`src/rtl/lsu_if.sv`:
```
// lsu_if
// Data-memory bus between the load/store stage and the data memory.
// A request (req) carries a word-aligned address, byte enables, write
// data and the write strobe. The memory accepts it with gnt in the same
// cycle and returns read data with rvalid at least one cycle later.
//
// Signals:
//   req    master->slave  access request
//   we     master->slave  1 = store, 0 = load
//   addr   master->slave  word-aligned byte address
//   be     master->slave  byte-lane enables
//   wdata  master->slave  store data, replicated across lanes
//   gnt    slave->master  request accepted this cycle
//   rvalid slave->master  response valid (read data / store ack)
//   rdata  slave->master  read data word
interface lsu_if;
  logic        req;
  logic        we;
  logic [31:0] addr;
  logic [3:0]  be;
  logic [31:0] wdata;
  logic        gnt;
  logic        rvalid;
  logic [31:0] rdata;

  modport master (
    output req, we, addr, be, wdata,
    input  gnt, rvalid, rdata
  );

  modport slave (
    input  req, we, addr, be, wdata,
    output gnt, rvalid, rdata
  );
endinterface

```
`src/rtl/lsu.sv`:
```
// lsu
// Load/store stage of the 5-stage RV32 core, between the EX/LSU pipeline
// register and the lsu_wb register. Memory instructions are issued on the
// dmem bus with byte-lane alignment for stores and sign/zero extension
// for loads; the upstream pipeline is stalled while an access is in
// flight. Non-memory instructions pass straight through to lsu_wb.
//
// Ports:
//   clk, rst_n            clock (rising edge), async active-low reset
//   ex_valid              instruction present at EX/LSU register
//   ex_pc, ex_inst        PC / instruction word
//   ex_alu_result         effective address (mem ops) or ALU result
//   ex_mem_rd, ex_mem_wr  load / store
//   ex_funct3             access size/sign (B, H, W, BU, HU)
//   ex_store_data         rs2 value for stores
//   ex_wr_reg_en/_addr    register write request / destination
//   dmem                  data-memory bus (lsu_if master)
//   lsu_stall             hold all upstream stages
//   lsu_misalign          misaligned-access flag
//   lsu_*_o               write-back bundle to lsu_wb
module lsu (
  input  logic        clk,
  input  logic        rst_n,
  input  logic        ex_valid,
  input  logic [31:0] ex_pc,
  input  logic [31:0] ex_inst,
  input  logic [31:0] ex_alu_result,
  input  logic        ex_mem_rd,
  input  logic        ex_mem_wr,
  input  logic [2:0]  ex_funct3,
  input  logic [31:0] ex_store_data,
  input  logic        ex_wr_reg_en,
  input  logic [4:0]  ex_wr_reg_addr,
  lsu_if.master       dmem,
  output logic        lsu_stall,
  output logic        lsu_misalign,
  output logic [31:0] lsu_reg_wdata_o,
  output logic        lsu_wr_reg_en_o,
  output logic [4:0]  lsu_wr_reg_addr_o,
  output logic [31:0] lsu_pc_o,
  output logic [31:0] lsu_inst_o
);

  typedef enum logic [1:0] {
    IDLE      = 2'd0,
    WAIT_RESP = 2'd1,
    DONE      = 2'd2
  } state_e;

  // Access size is carried in funct3[1:0]; funct3[2] selects zero-extension.
  // Any size code other than byte/half is handled as a word.
  localparam logic [1:0] SZ_B = 2'b00;
  localparam logic [1:0] SZ_H = 2'b01;

  function automatic logic is_misaligned(input logic [2:0] f3,
                                         input logic [1:0] a);
    case (f3[1:0])
      SZ_B:    return 1'b0;
      SZ_H:    return a[0];
      default: return (a != 2'b00);
    endcase
  endfunction

  function automatic logic [3:0] store_be(input logic [2:0] f3,
                                          input logic [1:0] a);
    case (f3[1:0])
      SZ_B:    return 4'b0001 << a;
      SZ_H:    return 4'b0011 << a;
      default: return 4'b1111;
    endcase
  endfunction

  function automatic logic [31:0] store_wdata(input logic [2:0]  f3,
                                              input logic [31:0] d);
    case (f3[1:0])
      SZ_B:    return {4{d[7:0]}};
      SZ_H:    return {2{d[15:0]}};
      default: return d;
    endcase
  endfunction

  function automatic logic [31:0] load_format(input logic [2:0]  f3,
                                              input logic [1:0]  a,
                                              input logic [31:0] rdata);
    logic        [31:0] sh_b;
    logic        [31:0] sh_h;
    logic signed [7:0]  byte_s;
    logic signed [15:0] half_s;
    sh_b   = rdata >> {a, 3'b000};
    sh_h   = rdata >> {a[1], 4'b0000};
    byte_s = sh_b[7:0];
    half_s = sh_h[15:0];
    case (f3)
      3'b000:  return 32'(byte_s);
      3'b001:  return 32'(half_s);
      3'b100:  return {24'h0, byte_s};
      3'b101:  return {16'h0, half_s};
      default: return rdata;
    endcase
  endfunction

  state_e      state_q, state_d;
  logic [31:0] result_q, result_d;

  logic mem_op;
  logic misaligned;
  logic access;

  assign mem_op     = ex_valid & (ex_mem_rd | ex_mem_wr);
  assign misaligned = is_misaligned(ex_funct3, ex_alu_result[1:0]);
  assign access     = mem_op & ~misaligned;

  // State and result register. Reset abandons any access in flight.
  always_ff @(posedge clk or negedge rst_n) begin
    if (!rst_n) begin
      state_q  <= IDLE;
      result_q <= '0;
    end else begin
      state_q  <= state_d;
      result_q <= result_d;
    end
  end

  // Next state. gnt only matters in IDLE, rvalid only in WAIT_RESP.
  always_comb begin
    state_d  = state_q;
    result_d = result_q;
    case (state_q)
      IDLE: begin
        if (access && dmem.gnt) state_d = WAIT_RESP;
      end
      WAIT_RESP: begin
        if (dmem.rvalid) begin
          state_d  = DONE;
          result_d = ex_mem_rd ? load_format(ex_funct3, ex_alu_result[1:0],
                                             dmem.rdata)
                               : 32'h0;
        end
      end
      DONE:    state_d = IDLE;
      default: state_d = IDLE;
    endcase
  end

  // Outputs. Everything is forced to zero while reset is asserted so the
  // write-back stage sees a clean bubble regardless of the ex_* inputs.
  always_comb begin
    dmem.req          = 1'b0;
    dmem.we           = 1'b0;
    dmem.addr         = 32'h0;
    dmem.be           = 4'h0;
    dmem.wdata        = 32'h0;
    lsu_stall         = 1'b0;
    lsu_misalign      = 1'b0;
    lsu_reg_wdata_o   = 32'h0;
    lsu_wr_reg_en_o   = 1'b0;
    lsu_wr_reg_addr_o = 5'h0;
    lsu_pc_o          = 32'h0;
    lsu_inst_o        = 32'h0;
    if (rst_n) begin
      case (state_q)
        IDLE: begin
          if (ex_valid) begin
            lsu_pc_o   = ex_pc;
            lsu_inst_o = ex_inst;
            if (!mem_op) begin
              lsu_reg_wdata_o   = ex_alu_result;
              lsu_wr_reg_en_o   = ex_wr_reg_en;
              lsu_wr_reg_addr_o = ex_wr_reg_addr;
            end else if (misaligned) begin
              // Flag lasts one cycle because no stall is raised and the
              // pipeline moves on.
              lsu_misalign = 1'b1;
            end else begin
              // Request stays up with stable fields until granted; the
              // stall keeps ex_* (and hence these fields) frozen.
              dmem.req   = 1'b1;
              dmem.we    = ex_mem_wr;
              dmem.addr  = {ex_alu_result[31:2], 2'b00};
              dmem.be    = store_be(ex_funct3, ex_alu_result[1:0]);
              dmem.wdata = store_wdata(ex_funct3, ex_store_data);
              lsu_stall  = 1'b1;
            end
          end
        end
        WAIT_RESP: begin
          lsu_stall  = 1'b1;
          lsu_pc_o   = ex_pc;
          lsu_inst_o = ex_inst;
        end
        DONE: begin
          lsu_reg_wdata_o   = result_q;
          lsu_wr_reg_en_o   = ex_wr_reg_en & ex_mem_rd;
          lsu_wr_reg_addr_o = ex_wr_reg_addr;
          lsu_pc_o          = ex_pc;
          lsu_inst_o        = ex_inst;
        end
        default: ;
      endcase
    end
  end

endmodule

```
`src/flat_wrapper.sv`:
```
// flat-port wrapper written by rule: the top's interface ports become plain ports
module lsu_flat 
  (clk, rst_n, ex_valid, ex_pc, ex_inst, ex_alu_result, ex_mem_rd, ex_mem_wr, ex_funct3, ex_store_data, ex_wr_reg_en, ex_wr_reg_addr, lsu_stall, lsu_misalign, lsu_reg_wdata_o, lsu_wr_reg_en_o, lsu_wr_reg_addr_o, lsu_pc_o, lsu_inst_o, dmem_req, dmem_we, dmem_addr, dmem_be, dmem_wdata, dmem_gnt, dmem_rvalid, dmem_rdata);
  lsu_if dmem_i ();
  input  logic clk;
  input  logic rst_n;
  input  logic ex_valid;
  input  logic [31:0] ex_pc;
  input  logic [31:0] ex_inst;
  input  logic [31:0] ex_alu_result;
  input  logic ex_mem_rd;
  input  logic ex_mem_wr;
  input  logic [2:0] ex_funct3;
  input  logic [31:0] ex_store_data;
  input  logic ex_wr_reg_en;
  input  logic [4:0] ex_wr_reg_addr;
  output logic lsu_stall;
  output logic lsu_misalign;
  output logic [31:0] lsu_reg_wdata_o;
  output logic lsu_wr_reg_en_o;
  output logic [4:0] lsu_wr_reg_addr_o;
  output logic [31:0] lsu_pc_o;
  output logic [31:0] lsu_inst_o;
  output wire logic [$bits(dmem_i.req)-1:0] dmem_req;
  output wire logic [$bits(dmem_i.we)-1:0] dmem_we;
  output wire logic [$bits(dmem_i.addr)-1:0] dmem_addr;
  output wire logic [$bits(dmem_i.be)-1:0] dmem_be;
  output wire logic [$bits(dmem_i.wdata)-1:0] dmem_wdata;
  input wire logic [$bits(dmem_i.gnt)-1:0] dmem_gnt;
  input wire logic [$bits(dmem_i.rvalid)-1:0] dmem_rvalid;
  input wire logic [$bits(dmem_i.rdata)-1:0] dmem_rdata;
  assign dmem_req = dmem_i.req;
  assign dmem_we = dmem_i.we;
  assign dmem_addr = dmem_i.addr;
  assign dmem_be = dmem_i.be;
  assign dmem_wdata = dmem_i.wdata;
  assign dmem_i.gnt = dmem_gnt;
  assign dmem_i.rvalid = dmem_rvalid;
  assign dmem_i.rdata = dmem_rdata;
  lsu u_core (.clk(clk), .rst_n(rst_n), .ex_valid(ex_valid), .ex_pc(ex_pc), .ex_inst(ex_inst), .ex_alu_result(ex_alu_result), .ex_mem_rd(ex_mem_rd), .ex_mem_wr(ex_mem_wr), .ex_funct3(ex_funct3), .ex_store_data(ex_store_data), .ex_wr_reg_en(ex_wr_reg_en), .ex_wr_reg_addr(ex_wr_reg_addr), .dmem(dmem_i), .lsu_stall(lsu_stall), .lsu_misalign(lsu_misalign), .lsu_reg_wdata_o(lsu_reg_wdata_o), .lsu_wr_reg_en_o(lsu_wr_reg_en_o), .lsu_wr_reg_addr_o(lsu_wr_reg_addr_o), .lsu_pc_o(lsu_pc_o), .lsu_inst_o(lsu_inst_o));
endmodule
```
`config.mk`:
```
export PLATFORM = sky130hd
export DESIGN_NAME = lsu_flat
export DESIGN_NICKNAME = d
export VERILOG_FILES = /design/src/rtl/lsu_if.sv /design/src/rtl/lsu.sv /design/src/flat_wrapper.sv
export SDC_FILE = /design/constraint.sdc
export NUM_CORES = 1
export LEC_CHECK = 0
export BUFFER_PORTS_ARGS = -buffer_cell sky130_fd_sc_hd__clkbuf_2
export CORE_AREA = 3 3 135 137
export CTS_CLUSTER_DIAMETER = 30
export DETAILED_ROUTE_END_ITERATION = 10
export DIE_AREA = 0 0 138 140
export PLACE_DENSITY = 0.62
export SYNTH_ARGS = -nofsm -noshare
export SYNTH_HDL_FRONTEND = slang
export SYNTH_SLANG_ARGS = --single-unit
```
`constraint.sdc`:
```
create_clock -name clk -period 4.91 [get_ports clk]
set_clock_uncertainty 0.05 [all_clocks]
set_input_delay 0.982 -clock clk [delete_from_list [all_inputs] [get_ports clk]]
set_output_delay 0.982 -clock clk [all_outputs]
set_load 0.05 [all_outputs]
```
== Word level (Yosys, flattened, before mapping) ==
Cells that the tools add are included.
Storage, ports and cells
  bits in registers: 34
  output and inout port bits: 174
  logic and storage cells: 85
Cells by class
  equality and inequality tests: 8
  shift operators: 4
  mux-type cells: 58
  bitwise operators: 5
  reductions and logical operators: 8
Operators by type and width (count)
  $mux W32: 18
  $pmux W32 S2: 4
  $pmux W32 S4: 1
  $shr A32 B5 Y16: 1
  $shr A32 B5 Y8: 1
  $mux W4: 5
  $mux W1: 19
  $mux W5: 3
  $pmux W5 S2: 1
  $pmux W4 S2: 1
  $eq A3 B3 Y1 const B: 2
  $pmux W1 S2: 3
  $eq A2 B1 Y1 const B: 2
  $logic_not A2 Y1: 2
  $mux W2: 2
  $pmux W2 S2: 1
  $reduce_and A2 Y1: 2
  $shl A1 B2 Y4 const A: 1
  $shl A2 B2 Y4 const A: 1
  $and A1 B1 Y1: 3
  $eq A3 B1 Y1 const B: 1
  $logic_not A3 Y1: 1
  $eq A2 B2 Y1 const B: 1
  $ne A2 B1 Y1 const B: 1
  other kinds (6): 6

== Depth between registers and ports, before layout ==
Gate-level depths: netlist of the first run.
  depth after elaboration: 7
  mapped depth: 9
  mapped depth without buffers: 6

== Least setup slack after synthesis of the first run ==
Ideal clock, no wire load.
  kind: in2out
  from: in ex_funct3[0]
  to: out dmem_addr[22]
  arrival time: 2.893 ns
  data required time: 3.878 ns
  slack: 0.985 ns
  cell stages on the path: 8
  path through: clkbuf_1 -> a21oi_1 -> nor2_1 -> or2_1 -> buf_2 -> inv_2 -> clkbuf_1 -> and2_1
On the way
  word-level cells in the longest chain between the ends: 7
RTL lines
  start, declared: RTL line flat_wrapper.sv:13  | input logic [2:0] ex_funct3;
  $eq A2 B1 Y1 / $logic_not A2 Y1 (equally long branches): RTL line lsu.sv:57  | case (f3[1:0])
  $pmux W1 S2 *: RTL line lsu.sv:57
  $mux W32 *: RTL line lsu.sv:170  | end else if (misaligned) begin
  $mux W32 *: RTL line lsu.sv:166  | if (!mem_op) begin
  $mux W32 *: RTL line lsu.sv:163  | if (ex_valid) begin
  $mux W32 *: RTL line lsu.sv:161  | case (state_q)
  $mux W32 *: RTL line lsu.sv:160  | if (rst_n) begin
  end, declared: RTL line flat_wrapper.sv:26  | output wire logic [$bits(dmem_i.addr)-1:0] dmem_addr;
Every way passes the cells marked *; elsewhere a longest branch is shown, timed or not.

== Worst setup path in the final report of the first run ==
  from: in rst_n
  to: out dmem_addr[16]
On the way
  word-level cells in the longest chain between the ends: 1
RTL lines
  start, declared: RTL line flat_wrapper.sv:6  | input logic rst_n;
  $mux W32: RTL line lsu.sv:160
Every way passes these cells.

==> metrics.txt, run 1 <==
# TYPE chip_impl_metric gauge
chip_impl_metric{name="setup_viol_count_final",unit=""} 0
chip_impl_metric{name="count_of_maximum_capacitance_violations",unit=""} 0
chip_impl_metric{name="synth.mux.area_fraction",unit=""} 0.0842
chip_impl_metric{name="fin_tns_setup",unit="ns"} 0
chip_impl_metric{name="static-leakage-power",unit="nW"} 3.24
chip_impl_metric{name="drtPass1Iterations",unit=""} 4
chip_impl_metric{name="vias",unit=""} 4551
chip_impl_metric{name="hold-worst-slack",unit="ns"} 0.432
chip_impl_info{name="cts_tree",value="done"} 1
chip_impl_info{name="cts_root_cell",value="sky130_fd_sc_hd__clkbuf_16"} 1
chip_impl_info{name="crit_path_start",value="rst_n"} 1
chip_impl_info{name="critPathCaptureType",value="output pin"} 1
chip_impl_info{name="critical_path.reg2reg.endpoint",value="u_core.result_q[24]"} 1
chip_impl_metric{name="synthesized_area_per_cell",unit="µm²"} 7.72
chip_impl_info{name="synth_top_family_by_area",value="simple AND/OR/NAND/NOR gates"} 1
chip_impl_metric{name="worstPathArrival",unit="ns"} 3.05
chip_impl_metric{name="wl",unit="µm"} 17100
chip_impl_metric{name="drc",unit=""} 0
chip_impl_info{name="setup.worst_path.start_class",value="input pin"} 1
chip_impl_metric{name="hold_buffers",unit=""} 0
chip_impl_metric{name="start_util",unit=""} 0.207
chip_impl_metric{name="numCtsBuffers",unit=""} 5
chip_impl_info{name="min-delay-path-class",value="flip-flop to flip-flop"} 1
chip_impl_metric{name="post_synth_inst_count",unit=""} 460
chip_impl_metric{name="number_of_nets_in_the_finished_design",unit=""} 961
chip_impl_metric{name="cts_max_level",unit=""} 2
chip_impl_metric{name="critical_path_depth",unit=""} 7
chip_impl_metric{name="transition_time_at_the_pin_with_the_least_slew_margin",unit="ns"} 0.595
chip_impl_metric{name="fp.dieW",unit="µm"} 138
chip_impl_metric{name="buf_inv_on_cp",unit=""} 4
chip_impl_metric{name="power.density",unit="nW/µm²"} 399
chip_impl_info{name="source_of_the_worst_register_to_register_timing_path",value="u_core.state_q[1]"} 1
chip_impl_metric{name="synth_seq_cells",unit=""} 34
chip_impl_metric{name="clock_tree.buffer_depth",unit=""} 2
chip_impl_metric{name="antenna_left",unit=""} 0
chip_impl_metric{name="route.detailed.wl_per_inst",unit="µm"} 17.0
chip_impl_metric{name="core_area",unit="µm²"} 17200
chip_impl_metric{name="layout-drive-gt1-share",unit=""} 0.496
chip_impl_metric{name="synth_to_final_area_change",unit="%"} 63.1
chip_impl_info{name="result_of_the_run",value="finished, final reports clean"} 1
chip_impl_metric{name="layout_setup_ws",unit="ns"} 0.826
chip_impl_info{name="crit_end",value="dmem_addr[16]"} 1
chip_impl_metric{name="timing.reg2reg.worst_path_depth",unit=""} 5
chip_impl_metric{name="largest_net_degree_at_the_start_of_global_routing",unit=""} 65
chip_impl_info{name="cp_common_cell",value="sky130_fd_sc_hd__clkbuf_2"} 1
chip_impl_metric{name="number_of_global_route_vias_before_repair",unit=""} 4616
chip_impl_metric{name="rrSetupSlack",unit="ns"} 2.74
chip_impl_metric{name="yosys_warnings",unit=""} 0
chip_impl_metric{name="timing.critical_path.fanout_max",unit=""} 39
chip_impl_metric{name="async_flop_share",unit=""} 1.00
chip_impl_metric{name="place_congestion",unit=""} 0.802
chip_impl_info{name="ordered_cell_list_for_the_critical_path",value="clkbuf_2 > o2111ai_1 > or2_1 > buf_4 > inv_2 > and2_1 > clkbuf_2"} 1
chip_impl_info{name="path_delay_family",value="buffers and inverters"} 1
chip_impl_metric{name="grt_first_pass_wirelength",unit="µm"} 26500
chip_impl_metric{name="die_h",unit="µm"} 140
chip_impl_metric{name="share_of_the_synthesized_area_in_compound_gates_ao_oa_aoi_oai",unit=""} 0.262
chip_impl_info{name="critical_path_class",value="input pin to output pin"} 1
chip_impl_info{name="dominantRegCellSynth",value="sky130_fd_sc_hd__dfrtp_1"} 1
chip_impl_metric{name="cts_post_setup_buffers_inserted",unit=""} 0
chip_impl_metric{name="design.die.area",unit="µm²"} 19300
chip_impl_metric{name="total_i_o_pin_count",unit=""} 350
chip_impl_metric{name="synth-xor-area-share",unit=""} 0.00739
chip_impl_metric{name="maxClockFrequency",unit="GHz"} 0.245
chip_impl_metric{name="timing.final.max_slew_violations",unit=""} 0
chip_impl_metric{name="ir_worst_vdd",unit="mV"} 0.288
chip_impl_metric{name="cts.sink_count",unit=""} 34
chip_impl_metric{name="netlist-cell-type-count",unit=""} 46
chip_impl_metric{name="detail_route.vias_per_cell",unit=""} 4.52
chip_impl_metric{name="post_synth_fa_ha_maj_area_fraction",unit=""} 0.0176
chip_impl_metric{name="globalRoute.totalOverflow",unit=""} 0
chip_impl_metric{name="number_of_synthesized_flops_with_an_enable_pin",unit=""} 0
chip_impl_metric{name="detailedPlace.worstSlack",unit="ns"} 0.751
chip_impl_metric{name="utilization",unit=""} 0.337
chip_impl_info{name="grt_setup_unrepaired",value="no"} 1
chip_impl_metric{name="drt-initial-drc-count",unit=""} 174
chip_impl_metric{name="synth-seq-area-share",unit=""} 0.239
chip_impl_metric{name="slew-limit-headroom",unit=""} 0.603
chip_impl_metric{name="global_route_usage_over_all_layers",unit=""} 0.168
chip_impl_metric{name="cts_resized",unit=""} 0
chip_impl_metric{name="timing.final.crit_share",unit=""} 0.832
chip_impl_metric{name="post-dp-hpwl",unit="µm"} 14000
chip_impl_metric{name="yosys.area_share.simple",unit=""} 0.325
chip_impl_metric{name="crit_path_max_incr_delay",unit="ns"} 0.46
chip_impl_metric{name="hold_viol_final",unit=""} 0
chip_impl_metric{name="num_antenna_cells",unit=""} 0
chip_impl_metric{name="worst_skew_pair.late_latency",unit="ns"} 0.28
chip_impl_metric{name="synth_area",unit="µm²"} 3550
chip_impl_metric{name="critical_path_required_time",unit="ns"} 3.88
chip_impl_metric{name="initial_antenna_violation_count",unit=""} 0
chip_impl_info{name="crit_path_top_delay_cell",value="sky130_fd_sc_hd__inv_2"} 1
chip_impl_metric{name="min_period",unit="ns"} 4.08
chip_impl_metric{name="clock_transition_at_the_registers_of_the_reported_paths",unit="ns"} 0.05
chip_impl_metric{name="floorplan.rows",unit=""} 48
chip_impl_metric{name="io_buffer_count",unit=""} 347
==> routing by layer <==
layer / global-route usage / vias to the layer above / share of wire
met5: 0 / - / 0
met4: 0.0380 / 0 / 0.017
met3: 0.0328 / 21 / 0.071
met1: 0.218 / 2097 / 0.42
met2: 0.289 / 196 / 0.49
li1: - / 2237 / -
==> where the power goes <==
part / total, W / leakage, nW / internal, W / switching (W)
clock: 0.000429 / 0.0971 / 0.000305 / 0.000124
sequential: 0.000481 / 0.447 / 0.000395 / 0.0000853
combinational: 0.00140 / 2.70 / 0.000406 / 0.000999
==> how the worst min path moves through the flow <==
stage	startpoint	end	slack (ns)	cells past startpoint
final	u_core.result_q[3]	u_core.result_q[3]	0.43	2
after global routing	u_core.result_q[11]	u_core.result_q[11]	0.45	1
after CTS	u_core.result_q[15]	u_core.result_q[15]	0.43	1
after detailed placement	u_core.result_q[15]	u_core.result_q[15]	0.42	1
after global placement	u_core.result_q[15]	u_core.result_q[15]	0.41	1
after floorplan	u_core.result_q[10]	u_core.result_q[10]	0.40	1
==> Yosys cell counts (2+ instances only) <==
cell type	number	share of area
sky130_fd_sc_hd__and2_1	104	0.18
sky130_fd_sc_hd__a22o_1	42	0.10
sky130_fd_sc_hd__nand2_1	38	0.040
sky130_fd_sc_hd__nor2_1	37	0.039
sky130_fd_sc_hd__dfrtp_1	34	0.24
sky130_fd_sc_hd__a21oi_1	29	0.041
sky130_fd_sc_hd__clkbuf_1	24	0.025
sky130_fd_sc_hd__o21ai_0	18	0.025
sky130_fd_sc_hd__mux2i_1	16	0.045
sky130_fd_sc_hd__nand2b_1	16	0.028
sky130_fd_sc_hd__buf_2	12	0.017
sky130_fd_sc_hd__mux2_2	11	0.035
sky130_fd_sc_hd__a21o_1	8	0.017
sky130_fd_sc_hd__o221ai_1	7	0.017
sky130_fd_sc_hd__nor3_1	6	0.0085
sky130_fd_sc_hd__a22o_2	5	0.014
sky130_fd_sc_hd__ha_1	5	0.018
sky130_fd_sc_hd__inv_1	5	0.0053
sky130_fd_sc_hd__o21a_1	5	0.011
sky130_fd_sc_hd__buf_1	3	0.0032
sky130_fd_sc_hd__nand3_1	3	0.0042
sky130_fd_sc_hd__nor2b_1	3	0.0053
sky130_fd_sc_hd__a221o_1	2	0.0056
sky130_fd_sc_hd__buf_4	2	0.0042
sky130_fd_sc_hd__buf_6	2	0.0063
sky130_fd_sc_hd__o211a_1	2	0.0056
sky130_fd_sc_hd__xnor2_1	2	0.0049
==> layout by cell type (no fill, tap or decap), types with 10 or more instances in the layout <==
cell type	instances
sky130_fd_sc_hd__a21oi_1	29
sky130_fd_sc_hd__buf_12	10
sky130_fd_sc_hd__dfrtp_1	34
sky130_fd_sc_hd__mux2i_1	16
sky130_fd_sc_hd__nor2_1	37
sky130_fd_sc_hd__o21ai_0	18
sky130_fd_sc_hd__a22o_1	42
sky130_fd_sc_hd__nand2_1	38
sky130_fd_sc_hd__and2_1	104
sky130_fd_sc_hd__clkbuf_2	337
sky130_fd_sc_hd__nand2b_1	16
sky130_fd_sc_hd__mux2_2	11
==> cells by family (layout without fill, tap and decap cells) <==
logic type / after synthesis / in the layout
DFF: 34 / 34
and+or+nand+nor: 215 / 215
xor gates and xnor gates: 3 / 3
muxes: 28 / 28
adders and majority gates: 5 / 5
AOI/OAI and AO/OA: 124 / 124
other: 1 / 2
buffers and inverters: 50 / 370
==> final cells by class <==
class	count	area [µm²]
multi-input cells	377	2490
clock inverters	2	60.1
clock buffers	6	139
fillers	1822	11400
well taps	225	282
flip-flops and latches	34	851
inverters	6	22.5
repair buffers	356	1950
==> stage by stage <==
| stage | power, W | std cells | area (µm²) |
|---|---|---|---|
| 6_report | 0.00231 | 1006 | 5790 |
| 5_1_grt | 0.00244 | 1006 | 5790 |
| 4_1_cts | 0.00233 | 1006 | 5790 |
| 3_5_place_dp | 0.00190 | 998 | 5600 |
| 3_3_place_gp | 0.00189 | 998 | 5600 |
| 2_1_floorplan | 0.00150 | 461 | 3560 |
==> worst reg2reg max path: cells and delay by family, from the launching register on <==
| family | cells | cell delay [ns] |
|---|---|---|
| buffers and inverters | 1 | 0.11 |
| and+or+nand+nor | 1 | 0.55 |
| AOI/OAI and AO/OA | 2 | 0.80 |
| DFF | 1 | 0.41 |
| adders and majority gates | 1 | 0.21 |
==> flip-flops by register name, summed over array words and instances (netlist names) <==
name,cells
u_core.result_q,32
u_core.state_q,2
Power figures use the tool's default switching activity.
==> run 2: changes to the inputs <==
- CORE_AREA: 3 3 135 137 -> 3 3 136 138
- DIE_AREA: 0 0 138 140 -> 0 0 139 141
- PLACE_DENSITY: 0.62 -> 0.61
- clock period: 4.91 -> 3.9 ns (I/O delays scaled with it)
==> run 2 against run 1 <==
Cell count is 0.60% higher. Core utilization is 1.5 points higher. Sequential share of layout area decreased by 0.72 points. Critical path depth stayed put. Critical endpoint is now dmem_addr[27]. Non-clock buffer count is 5 higher. Power increased by 25%. Count of clock-buffer cells in the layout unchanged. Routed wire length rose by 2.1%. Cell area is 5.1% higher.
==> metrics.txt, run 2 (synthesis gave the netlist of run 1 again) <==
# TYPE chip_impl_metric gauge
chip_impl_info{name="result_of_the_run",value="finished, final reports clean"} 1
chip_impl_info{name="hold_path.startpoint",value="u_core.result_q[13]"} 1
chip_impl_metric{name="layout-drive-gt1-share",unit=""} 0.498
chip_impl_info{name="grt_setup_unrepaired",value="no"} 1
chip_impl_metric{name="route.detailed.wl_per_inst",unit="µm"} 17.2
chip_impl_info{name="path_delay_family",value="buffers and inverters"} 1
chip_impl_info{name="setup.worst_path.start_class",value="flip-flop"} 1
chip_impl_metric{name="static-leakage-power",unit="nW"} 3.32
chip_impl_info{name="ordered_cell_list_for_the_critical_path",value="inv_1 > ha_1 > o2111ai_1 > or2_1 > inv_2 > and2_1 > clkbuf_2"} 1
chip_impl_metric{name="clock_tree.buffer_depth",unit=""} 2
chip_impl_info{name="crit_path_top_delay_cell",value="sky130_fd_sc_hd__dfrtp_1"} 1
chip_impl_metric{name="cts.sink_count",unit=""} 34
chip_impl_metric{name="grt_first_pass_wirelength",unit="µm"} 26700
chip_impl_metric{name="design.die.area",unit="µm²"} 19600
chip_impl_info{name="reg_with_most_ffs",value="u_core.result_q"} 1
chip_impl_metric{name="start_util",unit=""} 0.205
chip_impl_metric{name="initial_antenna_violation_count",unit=""} 0
chip_impl_metric{name="critical_path_required_time",unit="ns"} 3.07
chip_impl_metric{name="total_i_o_pin_count",unit=""} 350
chip_impl_metric{name="number_of_nets_in_the_finished_design",unit=""} 966
chip_impl_info{name="most_frequent_standard_cell_in_the_layout_excluding_fill_and_tap_cells",value="sky130_fd_sc_hd__clkbuf_2"} 1
chip_impl_metric{name="core_area",unit="µm²"} 17300
chip_impl_metric{name="largest_reg_flops",unit=""} 32
chip_impl_metric{name="wl",unit="µm"} 17400
chip_impl_info{name="critical_path_class",value="flip-flop to output pin"} 1
chip_impl_metric{name="cts_post_setup_buffers_inserted",unit=""} 0
chip_impl_metric{name="worst_skew_pair.late_latency",unit="ns"} 0.27
chip_impl_metric{name="antenna_left",unit=""} 0
chip_impl_metric{name="cts_resized",unit=""} 0
chip_impl_metric{name="transition_time_at_the_pin_with_the_least_slew_margin",unit="ns"} 0.599
chip_impl_metric{name="count_of_maximum_capacitance_violations",unit=""} 0
chip_impl_metric{name="crit_path_max_incr_delay",unit="ns"} 0.44
chip_impl_metric{name="maxClockFrequency",unit="GHz"} 0.287
chip_impl_metric{name="largest_net_degree_at_the_start_of_global_routing",unit=""} 65
chip_impl_metric{name="cts_max_level",unit=""} 2
chip_impl_metric{name="buf_inv_on_cp",unit=""} 3
chip_impl_metric{name="global_route_usage_over_all_layers",unit=""} 0.170
chip_impl_metric{name="hold_viol_final",unit=""} 0
chip_impl_metric{name="worst_hold_path.num_cells",unit=""} 1
chip_impl_metric{name="fin_tns_setup",unit="ns"} 0
chip_impl_metric{name="timing.reg2reg.worst_path_depth",unit=""} 5
chip_impl_metric{name="min_period",unit="ns"} 3.49
chip_impl_info{name="layout.cells.most_common_list",value="318 x sky130_fd_sc_hd__clkbuf_2, 104 x sky130_fd_sc_hd__and2_1, 42 x sky130_fd_sc_hd__a22o_1, 38 x sky130_fd_sc_hd__nand2_1, 37 x sky130_fd_sc_hd__nor2_1"} 1
chip_impl_metric{name="drtPass1Iterations",unit=""} 4
chip_impl_metric{name="slew-limit-headroom",unit=""} 0.601
chip_impl_info{name="hold_path_end",value="u_core.result_q[13]"} 1
chip_impl_metric{name="timing.critical_path.fanout_max",unit=""} 40
chip_impl_metric{name="hold-worst-slack",unit="ns"} 0.426
chip_impl_metric{name="detail_route.vias_per_cell",unit=""} 4.49
chip_impl_metric{name="ir_worst_vdd",unit="mV"} 0.339
chip_impl_metric{name="io_buffer_count",unit=""} 347
chip_impl_metric{name="timing.final.crit_share",unit=""} 0.895
chip_impl_metric{name="hold_buffers",unit=""} 0
chip_impl_metric{name="post-dp-hpwl",unit="µm"} 14800
chip_impl_metric{name="globalRoute.totalOverflow",unit=""} 0
chip_impl_metric{name="rrSetupSlack",unit="ns"} 1.70
chip_impl_metric{name="power.density",unit="nW/µm²"} 476
chip_impl_info{name="reg_top3",value="u_core.result_q: 32 flops, u_core.state_q: 2 flops"} 1
chip_impl_metric{name="numCtsBuffers",unit=""} 5
chip_impl_metric{name="setup_viol_count_final",unit=""} 0
chip_impl_metric{name="die_h",unit="µm"} 141
chip_impl_metric{name="number_of_global_route_vias_before_repair",unit=""} 4547
chip_impl_metric{name="timing.final.max_slew_violations",unit=""} 0
chip_impl_metric{name="drc",unit=""} 0
chip_impl_info{name="critPathCaptureType",value="output pin"} 1
chip_impl_info{name="cts_tree",value="done"} 1
chip_impl_metric{name="drt-initial-drc-count",unit=""} 149
chip_impl_metric{name="synth_to_final_area_change",unit="%"} 71.4
chip_impl_metric{name="clock_transition_at_the_registers_of_the_reported_paths",unit="ns"} 0.05
chip_impl_metric{name="worstPathArrival",unit="ns"} 2.66
chip_impl_metric{name="vias",unit=""} 4547
chip_impl_metric{name="place_congestion",unit=""} 0.851
chip_impl_info{name="critical_path.reg2reg.endpoint",value="u_core.result_q[20]"} 1
chip_impl_metric{name="fp.dieW",unit="µm"} 139
chip_impl_info{name="source_of_the_worst_register_to_register_timing_path",value="u_core.state_q[1]"} 1
chip_impl_metric{name="floorplan.rows",unit=""} 48
chip_impl_info{name="min-delay-path-class",value="flip-flop to flip-flop"} 1
chip_impl_info{name="cts_root_cell",value="sky130_fd_sc_hd__clkbuf_16"} 1
run 2: cell count changes in the layout (fill, tap and decap cells not counted):
cell | before | now
sky130_fd_sc_hd__buf_12 | 10 | 29
sky130_fd_sc_hd__bufinv_16 | 2 | 1
sky130_fd_sc_hd__buf_4 | 9 | 14
sky130_fd_sc_hd__diode_2 | 0 | 2
sky130_fd_sc_hd__clkbuf_2 | 337 | 318
run 2: how the worst max path moves through the flow:
| stage | from | to | slack, ns | cells past startpoint |
|---|---|---|---|---|
| 6_report | u_core.state_q[0] | dmem_addr[27] | 0.41 | 7 |
| 5_1_grt | u_core.state_q[0] | dmem_addr[26] | 0.13 | 7 |
| 4_1_cts | u_core.state_q[0] | dmem_wdata[3] | 0.34 | 7 |
| 3_5_place_dp | ex_alu_result[0] | dmem_addr[24] | 0.46 | 7 |
| 3_3_place_gp | rst_n | dmem_addr[27] | 0.58 | 6 |
| 2_1_floorplan | ex_funct3[0] | dmem_addr[22] | 0.38 | 8 |
run 2: final cells by class:
| class | instances | area (µm²) |
|---|---|---|
| Clock inverter | 1 | 30.0 |
| Multi-Input combinational cell | 377 | 2490 |
| Sequential cell | 34 | 851 |
| Tap cell | 225 | 282 |
| Timing Repair Buffer | 361 | 2280 |
| Inverter | 6 | 22.5 |
| Fill cell | 1831 | 11200 |
| Antenna cell | 2 | 5.00 |
| Clock buffer | 6 | 139 |
run 2: routing by layer:
layer,vias up,global-route usage,share of wire
met5,-,0,0
met4,0,0.0252,0.0074
met3,8,0.0336,0.070
met2,198,0.307,0.50
met1,2095,0.213,0.42
li1,2246,-,-
run 2: per-stage QoR:
stage / util / power (W) / worst slack, ns / instance area [µm²] / cells
2_1_floorplan: - / 0.00189 / 0.379 / 3560 / 461
3_3_place_gp: 0.342 / 0.00245 / 0.583 / 5920 / 1003
3_5_place_dp: 0.342 / 0.00246 / 0.464 / 5920 / 1003
4_1_cts: 0.352 / 0.00293 / 0.338 / 6090 / 1010
5_1_grt: 0.352 / 0.00306 / 0.127 / 6090 / 1010
6_report: 0.352 / 0.00290 / 0.411 / 6090 / 1012
run 2: worst register-to-register path, stage by stage, from the launching register on:
cell	delay, ns
sky130_fd_sc_hd__dfrtp_1	0.42
sky130_fd_sc_hd__inv_1	0.11
sky130_fd_sc_hd__ha_1	0.24
sky130_fd_sc_hd__and3_1	0.57
sky130_fd_sc_hd__a21boi_4	0.54
sky130_fd_sc_hd__a22o_2	0.22
run 2: power by group:
group	switching, W	internal [W]	leakage, nW	total [W]
logic	0.00127	0.000564	2.79	0.00183
clock network	0.000140	0.000315	0.0829	0.000455
registers	0.000110	0.000498	0.447	0.000608
